==> src/rtl/pp_accum_if.sv <==
// Handshake bundle between the partial-product sequencer and pp_accum.
// master = upstream sequencer side, slave = accumulator side.
interface pp_accum_if #(
   parameter int PP_W  = 17,
   parameter int OUT_W = 32,
   parameter int IDX_W = 3
);
   logic             start;
   logic             pp_valid;
   logic [PP_W-1:0]  pp;
   logic             pp_neg;
   logic             pp_ready;
   logic [IDX_W-1:0] pp_idx;
   logic             busy;
   logic             done;
   logic [OUT_W-1:0] product;

   modport master (
      output start, pp_valid, pp, pp_neg,
      input  pp_ready, pp_idx, busy, done, product
   );

   modport slave (
      input  start, pp_valid, pp, pp_neg,
      output pp_ready, pp_idx, busy, done, product
   );
endinterface

==> src/rtl/pp_accum.sv <==
// Sequential accumulator for radix-8 partial products: sign-corrects each
// one's-complement term, weights it by 8^k and sums NPP terms into a product.
module pp_accum #(
   parameter int PP_W  = 17,
   parameter int NPP   = 6,
   parameter int SHIFT = 3,
   parameter int OUT_W = 32
) (
   input  logic        clk,
   input  logic        rst_n,
   pp_accum_if.slave   bus
);
   localparam int IDX_W = 3;

   localparam logic [1:0] S_IDLE  = 2'd0;
   localparam logic [1:0] S_ACCUM = 2'd1;
   localparam logic [1:0] S_DONE  = 2'd2;

   logic [1:0]       state_q,   state_d;
   logic [OUT_W-1:0] acc_q,     acc_d;
   logic [OUT_W-1:0] product_q, product_d;
   logic [IDX_W-1:0] idx_q,     idx_d;

   logic [PP_W:0]    term_v;
   logic [OUT_W-1:0] term_ext;
   logic [OUT_W-1:0] term_sh;
   logic [OUT_W-1:0] acc_sum;
   logic [5:0]       shamt;

   // Term datapath: one's complement correction (+neg), sign extension to
   // product width, then weight 8^k via shift; overflow bits are dropped.
   always_comb begin
      term_v   = {bus.pp_neg, bus.pp} + {{PP_W{1'b0}}, bus.pp_neg};
      term_ext = {{(OUT_W-PP_W-1){term_v[PP_W]}}, term_v};
      shamt    = 6'(SHIFT * idx_q);
      term_sh  = term_ext << shamt;
      acc_sum  = acc_q + term_sh;
   end

   // Control FSM: start only honoured in IDLE, terms only taken in ACCUM,
   // DONE is a single-cycle state that publishes the product.
   always_comb begin
      state_d   = state_q;
      acc_d     = acc_q;
      idx_d     = idx_q;
      product_d = product_q;
      case (state_q)
         S_IDLE: begin
            if (bus.start) begin
               state_d = S_ACCUM;
               acc_d   = '0;
               idx_d   = '0;
            end
         end
         S_ACCUM: begin
            if (bus.pp_valid) begin
               acc_d = acc_sum;
               idx_d = idx_q + 1'b1;
               if (idx_q == IDX_W'(NPP-1)) begin
                  state_d   = S_DONE;
                  product_d = acc_sum;
               end
            end
         end
         S_DONE:  state_d = S_IDLE;
         default: state_d = S_IDLE;
      endcase
   end

   // State registers; reset aborts any operation in flight.
   always_ff @(posedge clk or negedge rst_n) begin
      if (!rst_n) begin
         state_q   <= S_IDLE;
         acc_q     <= '0;
         idx_q     <= '0;
         product_q <= '0;
      end else begin
         state_q   <= state_d;
         acc_q     <= acc_d;
         idx_q     <= idx_d;
         product_q <= product_d;
      end
   end

   // Status outputs are pure decodes of registered state.
   always_comb begin
      bus.pp_ready = (state_q == S_ACCUM);
      bus.busy     = (state_q == S_ACCUM);
      bus.done     = (state_q == S_DONE);
      bus.pp_idx   = idx_q;
      bus.product  = product_q;
   end
endmodule

==> src/flat_wrapper.sv <==
// flat-port wrapper written by rule: the top's interface ports become plain ports
module pp_accum_flat 
#(
   parameter int PP_W  = 17,
   parameter int NPP   = 6,
   parameter int SHIFT = 3,
   parameter int OUT_W = 32
)
  (clk, rst_n, bus_start, bus_pp_valid, bus_pp, bus_pp_neg, bus_pp_ready, bus_pp_idx, bus_busy, bus_done, bus_product);
  pp_accum_if #(.PP_W(PP_W), .OUT_W(OUT_W)) bus_i ();
  input  logic clk;
  input  logic rst_n;
  input wire logic [$bits(bus_i.start)-1:0] bus_start;
  input wire logic [$bits(bus_i.pp_valid)-1:0] bus_pp_valid;
  input wire logic [$bits(bus_i.pp)-1:0] bus_pp;
  input wire logic [$bits(bus_i.pp_neg)-1:0] bus_pp_neg;
  output wire logic [$bits(bus_i.pp_ready)-1:0] bus_pp_ready;
  output wire logic [$bits(bus_i.pp_idx)-1:0] bus_pp_idx;
  output wire logic [$bits(bus_i.busy)-1:0] bus_busy;
  output wire logic [$bits(bus_i.done)-1:0] bus_done;
  output wire logic [$bits(bus_i.product)-1:0] bus_product;
  assign bus_i.start = bus_start;
  assign bus_i.pp_valid = bus_pp_valid;
  assign bus_i.pp = bus_pp;
  assign bus_i.pp_neg = bus_pp_neg;
  assign bus_pp_ready = bus_i.pp_ready;
  assign bus_pp_idx = bus_i.pp_idx;
  assign bus_busy = bus_i.busy;
  assign bus_done = bus_i.done;
  assign bus_product = bus_i.product;
  pp_accum #(.PP_W(PP_W), .NPP(NPP), .SHIFT(SHIFT), .OUT_W(OUT_W)) u_core (.clk(clk), .rst_n(rst_n), .bus(bus_i));
endmodule
==> config.mk <==
export PLATFORM = sky130hd
export DESIGN_NAME = pp_accum_flat
export DESIGN_NICKNAME = d
export VERILOG_FILES = /design/src/rtl/pp_accum_if.sv /design/src/rtl/pp_accum.sv /design/src/flat_wrapper.sv
export SDC_FILE = /design/constraint.sdc
export NUM_CORES = 1
export LEC_CHECK = 0
export CAP_MARGIN = 20
export CORE_AREA = 2 2 107 109
export DETAILED_ROUTE_END_ITERATION = 8
export DIE_AREA = 0 0 109 111
export PLACE_DENSITY = 0.91
export SYNTH_ARGS = -nofsm -noshare
export SYNTH_HDL_FRONTEND = slang
export SYNTH_SLANG_ARGS = --single-unit
export TNS_END_PERCENT = 100
==> constraint.sdc <==
create_clock -name clk -period 6.05 [get_ports clk]
set_input_delay 0.605 -clock clk [delete_from_list [all_inputs] [get_ports clk]]
set_output_delay 0.605 -clock clk [all_outputs]
set_load 0.1 [all_outputs]
* Word-level counts from Yosys, hierarchy flattened
Index checks and enable logic that the tools add are counted.
** Cells by class
- Add/sub/neg operators :: 3
- $mul :: 1
- Divide/modulo/power cells :: 0
- $lt $le $gt $ge :: 0
- Eq/ne operators :: 6
- Shifts and indexed selects :: 1
- Mux-type cells :: 10
- Bitwise gates (word level) :: 0
- Reduce and logical (&&, ||, !) cells :: 5
** Operators by type and width (count)
- 2-to-1 mux 32 bit :: 2
- one-hot mux 32 bit (2 select lines) :: 1
- adder 32 bit :: 1
- << shifter 32 x 5 -> 32 bit :: 1
- adder 18 x 1 -> 18 bit :: 1
- AND reduction 3 bit :: 3
- 2-to-1 mux 2 bit :: 3
- 2-to-1 mux 3 bit :: 2
- one-hot mux 3 bit (2 select lines) :: 1
- multiplier 2 x 3 -> 5 bit (first input constant) :: 1
- inequality test 2 bit (second input constant) :: 2
- one-hot mux 2 bit (2 select lines) :: 1
- adder 3 x 1 -> 3 bit (second input constant) :: 1
- equality test 3 bit (second input constant) :: 1
- equality test 2 x 1 -> 1 bit (second input constant) :: 1
- equality test 2 bit (second input constant) :: 1
- logical NOT 2 bit :: 1
- inequality test 2 x 1 -> 1 bit (second input constant) :: 1
- nonzero test 2 bit :: 1
** Word-level totals
- Flip-flop bits (word level) :: 69
- Latch bits :: 0
- RAM bits :: 0
- Memory bits (read-only) :: 0
- Input bits :: 22
- Output and inout bits :: 38
- Word-level logic and storage cells :: 30
- Memories :: 0

* Logic depth before layout (Yosys ltp)
Gate-level depths: netlist of run 1.
- Depth in word-level cells :: 5
- Depth in mapped cells :: 24
- Mapped depth without buffers :: 21

* Least setup slack after synthesis of run 1
No wires, ideal clock.
- Path kind :: register -> register
- From :: register u_core.idx_q[1] (netlist: u_core.bus.pp_idx[1])
- To :: register u_core.acc_q[25]
- Setup time :: 121 ps
- Arrival time :: 5285 ps
- Required time :: 5929 ps
- Setup slack :: 644 ps
- Cell stages (with the launch flop) :: 22
- Buffers on the path :: 5
- Clock period less this slack :: 5406 ps
- Cells stage by stage :: dfrtp_1 > inv_1 > ha_1 > buf_2 > buf_1 > buf_1 > buf_1 > o211ai_1 > o21a_1 > mux2i_1 > a21oi_1 > nor2_1 > ha_1 > clkbuf_1 > a21o_1 > o21bai_1 > a211oi_1 > o21ai_0 > a2111oi_0 > o31ai_1 > xor2_1 > a22o_1
** On the way
- Cells in the longest elaborated chain, start to end :: 5
** Ends and longest elaborated chain
- start, declared :: RTL line pp_accum.sv:22 : logic [IDX_W-1:0] idx_q, idx_d;
- start signal, assigned :: RTL line pp_accum.sv:80 : idx_q <= idx_d;
- multiplier 2 x 3 -> 5 bit :: RTL line pp_accum.sv:35 : shamt = 6'(SHIFT * idx_q);
- << shifter 32 x 5 -> 32 bit :: RTL line pp_accum.sv:36 : term_sh = term_ext << shamt;
- adder 32 bit :: RTL line pp_accum.sv:37 : acc_sum = acc_q + term_sh;
- 2-to-1 mux 32 bit :: RTL line pp_accum.sv:56 : if (bus.pp_valid) begin
- one-hot mux 32 bit (2 select lines) :: RTL line pp_accum.sv:47 : case (state_q)
- end signal, assigned :: RTL line pp_accum.sv:74 : acc_q <= '0;
- end signal, assigned :: RTL line pp_accum.sv:79 : acc_q <= acc_d;
- end, declared :: RTL line pp_accum.sv:20 : logic [OUT_W-1:0] acc_q, acc_d;
Every way passes these cells. The select of a mux whose other input is x is not followed.
A chain may end at the register's enable or synchronous reset.

* Final worst setup path of run 1
- From :: input bus_pp_neg
- To :: register u_core.acc_q[25]
** On the way
- Cells in the longest elaborated chain, start to end :: 5
** Ends and longest elaborated chain
- start, declared :: RTL line flat_wrapper.sv:16 : input wire logic [$bits(bus_i.pp_neg)-1:0] bus_pp_neg;
- adder 18 x 1 -> 18 bit :: RTL line pp_accum.sv:33 : term_v = {bus.pp_neg, bus.pp} + {{PP_W{1'b0}}, bus.pp_neg};
- << shifter 32 x 5 -> 32 bit :: RTL line pp_accum.sv:36
- adder 32 bit :: RTL line pp_accum.sv:37
- 2-to-1 mux 32 bit :: RTL line pp_accum.sv:56
- one-hot mux 32 bit (2 select lines) :: RTL line pp_accum.sv:47
Every way passes these cells. The select of a mux whose other input is x is not followed.

==> impl_metrics.tcl, run 1 <==
set metrics [dict create \
    synth-simple-area-share_pct 20.1 \
    drive_above_1_share_pct 8.40 \
    rows 39 \
    synth.most_common_cell "nand2_1" \
    postCtsHoldBufs 0 \
    grt_pass1_vias 5789 \
    synth.yosys.seq_area_share_pct 27.2 \
    dp.cells 959 \
    final_util_pct 66.7 \
    synthToLayoutAreaGrowth_pct 16.3 \
    yosysWarnings 0 \
    design.core.area_um2 11100 \
    yosys-top-cells-area "dfrtp_1 (27%), ha_1 (7.5%), nand2_1 (7.1%), a21oi_1 (5.0%), xnor2_1 (4.4%)" \
    numPortBuffers 59 \
    fp.dieArea_um2 12100 \
    clk_path_buf_depth 2 \
    crit_path_top_delay_cell "a2111oi_0" \
    dr.pass1.iters 5 \
    arrival_ns 5.75 \
    maxCapViolCount 0 \
    drt_iter0_markers 552 \
    skew_ns 0.00514 \
    fill_cells 898 \
    synth_top_cell_by_area "dfrtp_1" \
    gr-total-overflow 0 \
    antenna_found_initial 0 \
    start_util_pct 57.3 \
    cts_tree "yes" \
    drtAntennaViolNets 0 \
    cts_setup_buffers 0 \
    die_x_um 109 \
    grt_max_degree 70 \
    synth_compound_area_share_pct 26.5 \
    synth_fa_ha_area_share_pct 8.12 \
    ff2ff_setup_slack_ns 0.78 \
    timing.setup.tns_ns 0 \
    worstReg2RegEnd "u_core.bus.product[20]$_DFFE_PN0P_" \
    cts_root_buffer "clkbuf_16" \
    h-tree-depth 3 \
    max_slew_margin_pct 33.8 \
    instances_no_fill 976 \
    worstMarginPinSlew_ns 0.990 \
    ys_types 72 \
    syn_nets 855 \
    netlist_area_um2 6350 \
    track_usage_pct 28.8 \
    numCtsBuffers 9 \
    start_kind "input port" \
    end_kind "register" \
    nets 890 \
    cts_resized 0 \
    hp-class "input port to async pin" \
    synth_xor_xnor_area_share_pct 6.18 \
    worstReg2RegStart "u_core.bus.pp_idx[1]$_DFFE_PN0P_" \
    max_freq_mhz 181 \
    hold_viol_final 0 \
    muxShareOfSynthArea_pct 6.87 \
    yosysTopAreaCellShare_pct 27.2 \
    status "finished, final reports clean" \
    synth_edf_count 0 \
    via_per_inst 6.32 \
    synthArstFlopShare_pct 100 \
    period_share_pct 91.4 \
    worstSetupEndpoint "u_core.acc_q[25]$_DFFE_PN0P_" \
    totalWireLength_um 16900 \
    path_cells "clkdlybuf4s50_1 > ha_1 > ha_1 > nand4_2 > nor4_1 > xnor2_1 > mux2i_1 > a21oi_1 > mux2i_1 > a21oi_1 > o21ai_0 > ha_1 > a21oi_1 > o22ai_1 > a211oi_1 > o21ai_0 > a2111oi_0 > o31ai_1 > xor2_1 > a22o_1" \
    synth-main-ff-cell "dfrtp_1" \
    vias 6167 \
    clk_pin_slew_worst_paths_ns 0.06 \
    syn_inst 793 \
    drc 0 \
    crit_path_start "bus_pp_neg" \
    crit_fanout 8 \
    grt_setup_unrepaired "no" \
    place_congestion 0.988 \
    path_class "input port to register" \
    clk-insertion-delay-late_ns 0.34 \
    finalSetupViolCount 0 \
    maxSlewViolCount 0 \
    detail_route.wl_per_cell_um 17.3 \
    cts_sinks 69 \
    critPathMaxStageDelay_ns 0.61 \
    postSynthAreaPerCell_um2 8.01 \
    r2r_cells 17 \
    grt_pass1_wl_um 27900 \
    num_io_pins 60 \
    antennaDiodeCount 0 \
    ys_ff_latch 69 \
    dp_hpwl_um 12000 \
    min_period_ns 5.53 \
    crit_required_ns 6.27 \
    die_y_um 111 \
    yosys-top-cells-count "nand2_1 (120), dfrtp_1 (69), a21oi_1 (64), nor2_1 (58), o21ai_0 (39)" \
    synth_top_family_by_area "compound AO/OA/AOI/OAI gates" \
]
-- worst min-delay path by stage --
stage | end | from
detailed placement | u_core.bus.product[11]$_DFFE_PN0P_ | u_core.bus.product[11]$_DFFE_PN0P_
global placement | u_core.bus.product[5]$_DFFE_PN0P_ | u_core.bus.product[5]$_DFFE_PN0P_
global route | u_core.bus.product[7]$_DFFE_PN0P_ | u_core.bus.product[7]$_DFFE_PN0P_
floorplan | u_core.acc_q[0]$_DFFE_PN0P_ | rst_n
finish | u_core.bus.product[30]$_DFFE_PN0P_ | rst_n
CTS | u_core.bus.product[10]$_DFFE_PN0P_ | u_core.bus.product[10]$_DFFE_PN0P_
-- cells by family after synthesis --
family,Yosys count
buffers and inverters,78
AOI/OAI and AO/OA,246
and+or+nand+nor,276
DFF,69
adders and majority gates,40
xor gates and xnor gates,44
muxes,40
-- final cells by class --
cell class / instances / area, µm² / area share, %
multi-input combinational: 646 / 4310 / 58.3
sequential: 69 / 1730 / 23.4
timing repair buffer: 81 / 771 / 10.4
clock buffer: 12 / 256 / 3.47
tap: 143 / 179 / 2.42
inverter: 21 / 78.8 / 1.07
clock inverter: 4 / 70.1 / 0.948
-- worst max-delay path: cells and delay by family --
family / cells / cell delay [ns]
buf+inv: 1 / 0.49
compound gates: 10 / 2.22
simple gates: 2 / 0.63
mux: 2 / 0.54
fa+ha+maj: 3 / 0.88
xor+xnor: 2 / 0.38
-- routing by layer --
metal	vias up	part of all wire [%]	GRT usage [%]	wire length [µm]
met5	-	0	0	0
met4	0	3.8	12.9	636
met3	48	6.1	3.88	1040
met2	262	46	44.9	7730
met1	2889	44	39.5	7450
li1	2968	-	-	-
-- stage by stage --
step                      worst slack, ns  hold slack [ns]  instance area [µm²]
after floorplan                     0.644            0.309                 6350
after global placement              0.311            0.458                 7040
after CTS                           0.584            0.479                 7360
after global routing               0.0115            0.496                 7390
after detailed placement            0.242            0.461                 7040
final                               0.521            0.470                 7390
-- sequential cells by signal, summed over array words and instances (netlist names) --
register and flops:
u_core.bus.pp_idx 3, u_core.bus.product 32, u_core.state_q 2, u_core.acc_q 32
-- placed cells by master, fill, tap and decap left out, types with 5 or more instances in the layout --
master             n
nand2_1          120
dfrtp_1           69
a21oi_1           64
clkdlybuf4s50_1   58
nor2_1            57
o21ai_0           39
ha_1              38
xnor2_1           32
a22o_1            29
mux2i_1           23
inv_1             21
buf_4             21
nor3_1            20
a21o_1            16
nand3_1           16
o211ai_1          15
mux2_2            15
a211oi_1          12
xor2_1            11
nand4_1           10
nor2b_1            9
clkbuf_16          9
o21bai_1           7
o21a_1             6
nor4_1             6
nand2b_1           6
a41oi_1            6
and3_1             5
and2_1             5
Power of run 1 is left out: the tool's default activity adds up to more than one toggle a clock period on the data nets, which glitch-free logic cannot reach.
==> inputs of run 2 (changes only) <==
Settings changed: CTS_CLUSTER_DIAMETER from default to 200.
==> results of run 2 <==
The final DEF is identical to that of run 1; final timing and power are the same.
Power of run 2 is left out for the same reason.
==> inputs of run 3 (changes only) <==
Settings changed: GPL_TIMING_DRIVEN from default to 0, SLEW_MARGIN from default to 20.
==> impl_metrics.tcl, run 3 (synthesis gave the netlist of run 1 again) <==
set metrics [dict create \
    detail_route.wl_per_cell_um 17.6 \
    h-tree-depth 3 \
    antenna_found_initial 0 \
    critPathMostFrequentCell "ha_1" \
    clk_path_buf_depth 2 \
    place_congestion 0.985 \
    max_slew_margin_pct 33.7 \
    hp-class "input port to async pin" \
    numCtsBuffers 9 \
    finalSetupViolCount 0 \
    track_usage_pct 30.0 \
    die_y_um 111 \
    status "finished, final reports clean" \
    period_share_pct 94.4 \
    worstMarginPinSlew_ns 0.991 \
    arrival_ns 5.94 \
    die_x_um 109 \
    cts_tree "yes" \
    vias 6349 \
    cts_root_buffer "clkbuf_16" \
    nets 922 \
    ff2ff_setup_slack_ns 0.49 \
    min_period_ns 5.71 \
    crit_family "compound AO/OA/AOI/OAI gates" \
    layout_common_cells "nand2_1 (120), dfrtp_1 (69), a21oi_1 (64)" \
    totalWireLength_um 17700 \
    num_io_pins 60 \
    drive_above_1_share_pct 8.55 \
    drt_iter0_markers 430 \
    timing.setup.tns_ns 0 \
    grt_pass1_wl_um 28800 \
    dp_hpwl_um 13200 \
    worstReg2RegStart "u_core.bus.pp_idx[1]$_DFFE_PN0P_" \
    crit_required_ns 6.28 \
    clk_pin_slew_worst_paths_ns 0.06 \
    skew_ns 0.00597 \
    critPathMaxStageDelay_ns 0.78 \
    gr-total-overflow 0 \
    cp_num_buf_inv 4 \
    maxCapViolCount 0 \
    maxSlewViolCount 0 \
    cts_sinks 69 \
    numPortBuffers 55 \
    path_class "input port to register" \
    postCtsHoldBufs 0 \
    clk-insertion-delay-late_ns 0.34 \
    hold_viol_final 0 \
    fp.dieArea_um2 12100 \
    design.core.area_um2 11100 \
    grt_max_degree 44 \
    antennaDiodeCount 0 \
    crit_fanout 8 \
    end_kind "register" \
    whs_ns 0.183 \
    via_per_inst 6.30 \
    synthToLayoutAreaGrowth_pct 17.3 \
    grt_pass1_vias 6045 \
    drtAntennaViolNets 0 \
    r2r_cells 19 \
    path_cells "clkdlybuf4s50_1 > ha_1 > ha_1 > clkbuf_2 > and4_1 > clkbuf_1 > o32a_1 > o2111a_1 > o31ai_1 > and2_1 > a211oi_1 > ha_1 > clkbuf_1 > nand2_1 > nor2_1 > nand3_1 > o21ai_0 > a2111oi_2 > o31ai_1 > xor2_1 > a22o_1" \
    max_freq_mhz 175 \
    mostFrequentLayoutCell "nand2_1" \
    crit_path_top_delay_cell "o31ai_1" \
    rows 39 \
    dr.pass1.iters 5 \
    drc 0 \
    start_kind "input port" \
    start_util_pct 57.3 \
    worstReg2RegEnd "u_core.acc_q[25]$_DFFE_PN0P_" \
]
[run 3: changes by cell type in the layout (fill, tap and decap cells not counted), sizes merged]
cell,before,now
clkinv,2,3
clkinvlp,0,2
clkdlybuf4s50,58,54
clkbuf,12,43
buf,23,25
[run 3: worst max-delay path by stage]
stage	start	endpoint	depth (start not counted)
3_5_place_dp	bus_pp_neg	u_core.acc_q[25]$_DFFE_PN0P_	23
4_1_cts	bus_pp_neg	u_core.acc_q[25]$_DFFE_PN0P_	23
3_3_place_gp	bus_pp_neg	u_core.acc_q[25]$_DFFE_PN0P_	23
2_1_floorplan	u_core.bus.pp_idx[1]$_DFFE_PN0P_	u_core.acc_q[25]$_DFFE_PN0P_	21
5_1_grt	bus_pp_neg	u_core.acc_q[25]$_DFFE_PN0P_	23
6_report	bus_pp_neg	u_core.acc_q[25]$_DFFE_PN0P_	21
[run 3: cell type report]
class,count,area [µm²]
clock buffer,9,225
clock inverter,7,90.1
buffer,57,241
timing repair buffer,56,568
fill,889,3620
multi-input combinational,646,4340
sequential,69,1730
tap,143,179
inverter,21,78.8
[run 3: repair_timing]
action / 4_1_cts / 5_1_grt
buffers inserted: 0 / 0
pin swaps: 0 / 1
resized for setup: 1 / 8
endpoints found under the setup margin: 1 / 6
[run 3: per-layer routing]
metal | wire length (µm) | track usage, %
met5 | 0 | 0
met4 | 952 | 17.2
met3 | 1020 | 4.00
met2 | 8200 | 48.0
met1 | 7530 | 38.4
[run 3: metrics by stage]
stage / cells / instance area, µm² / setup slack (ns) / util [%]
after detailed placement: 992 / 7100 / -0.267 / 64.1
after CTS: 1008 / 7420 / 0.0887 / 66.9
after global routing: 1008 / 7450 / -0.00176 / 67.3
after global placement: 991 / 7080 / -0.190 / 63.9
final: 1008 / 7450 / 0.339 / 67.3
after floorplan: 793 / 6350 / 0.644 / -
[run 3: worst reg2reg max path: stages (launching register included)]
cell and delay (ns):
dfrtp_1 0.46, inv_1 0.10, ha_1 0.27, buf_2 0.22
buf_1 0.37, clkbuf_2 0.32, clkbuf_1 0.38, nand2_1 0.13
o32ai_1 0.48, mux2i_1 0.21, nor2_1 0.16, ha_1 0.31
a21oi_1 0.36, o21bai_1 0.17, a211oi_2 0.29, o21ai_0 0.21
a2111oi_2 0.41, o31ai_1 0.17, xor2_1 0.19, a22o_1 0.23
Power of run 3 is left out for the same reason.
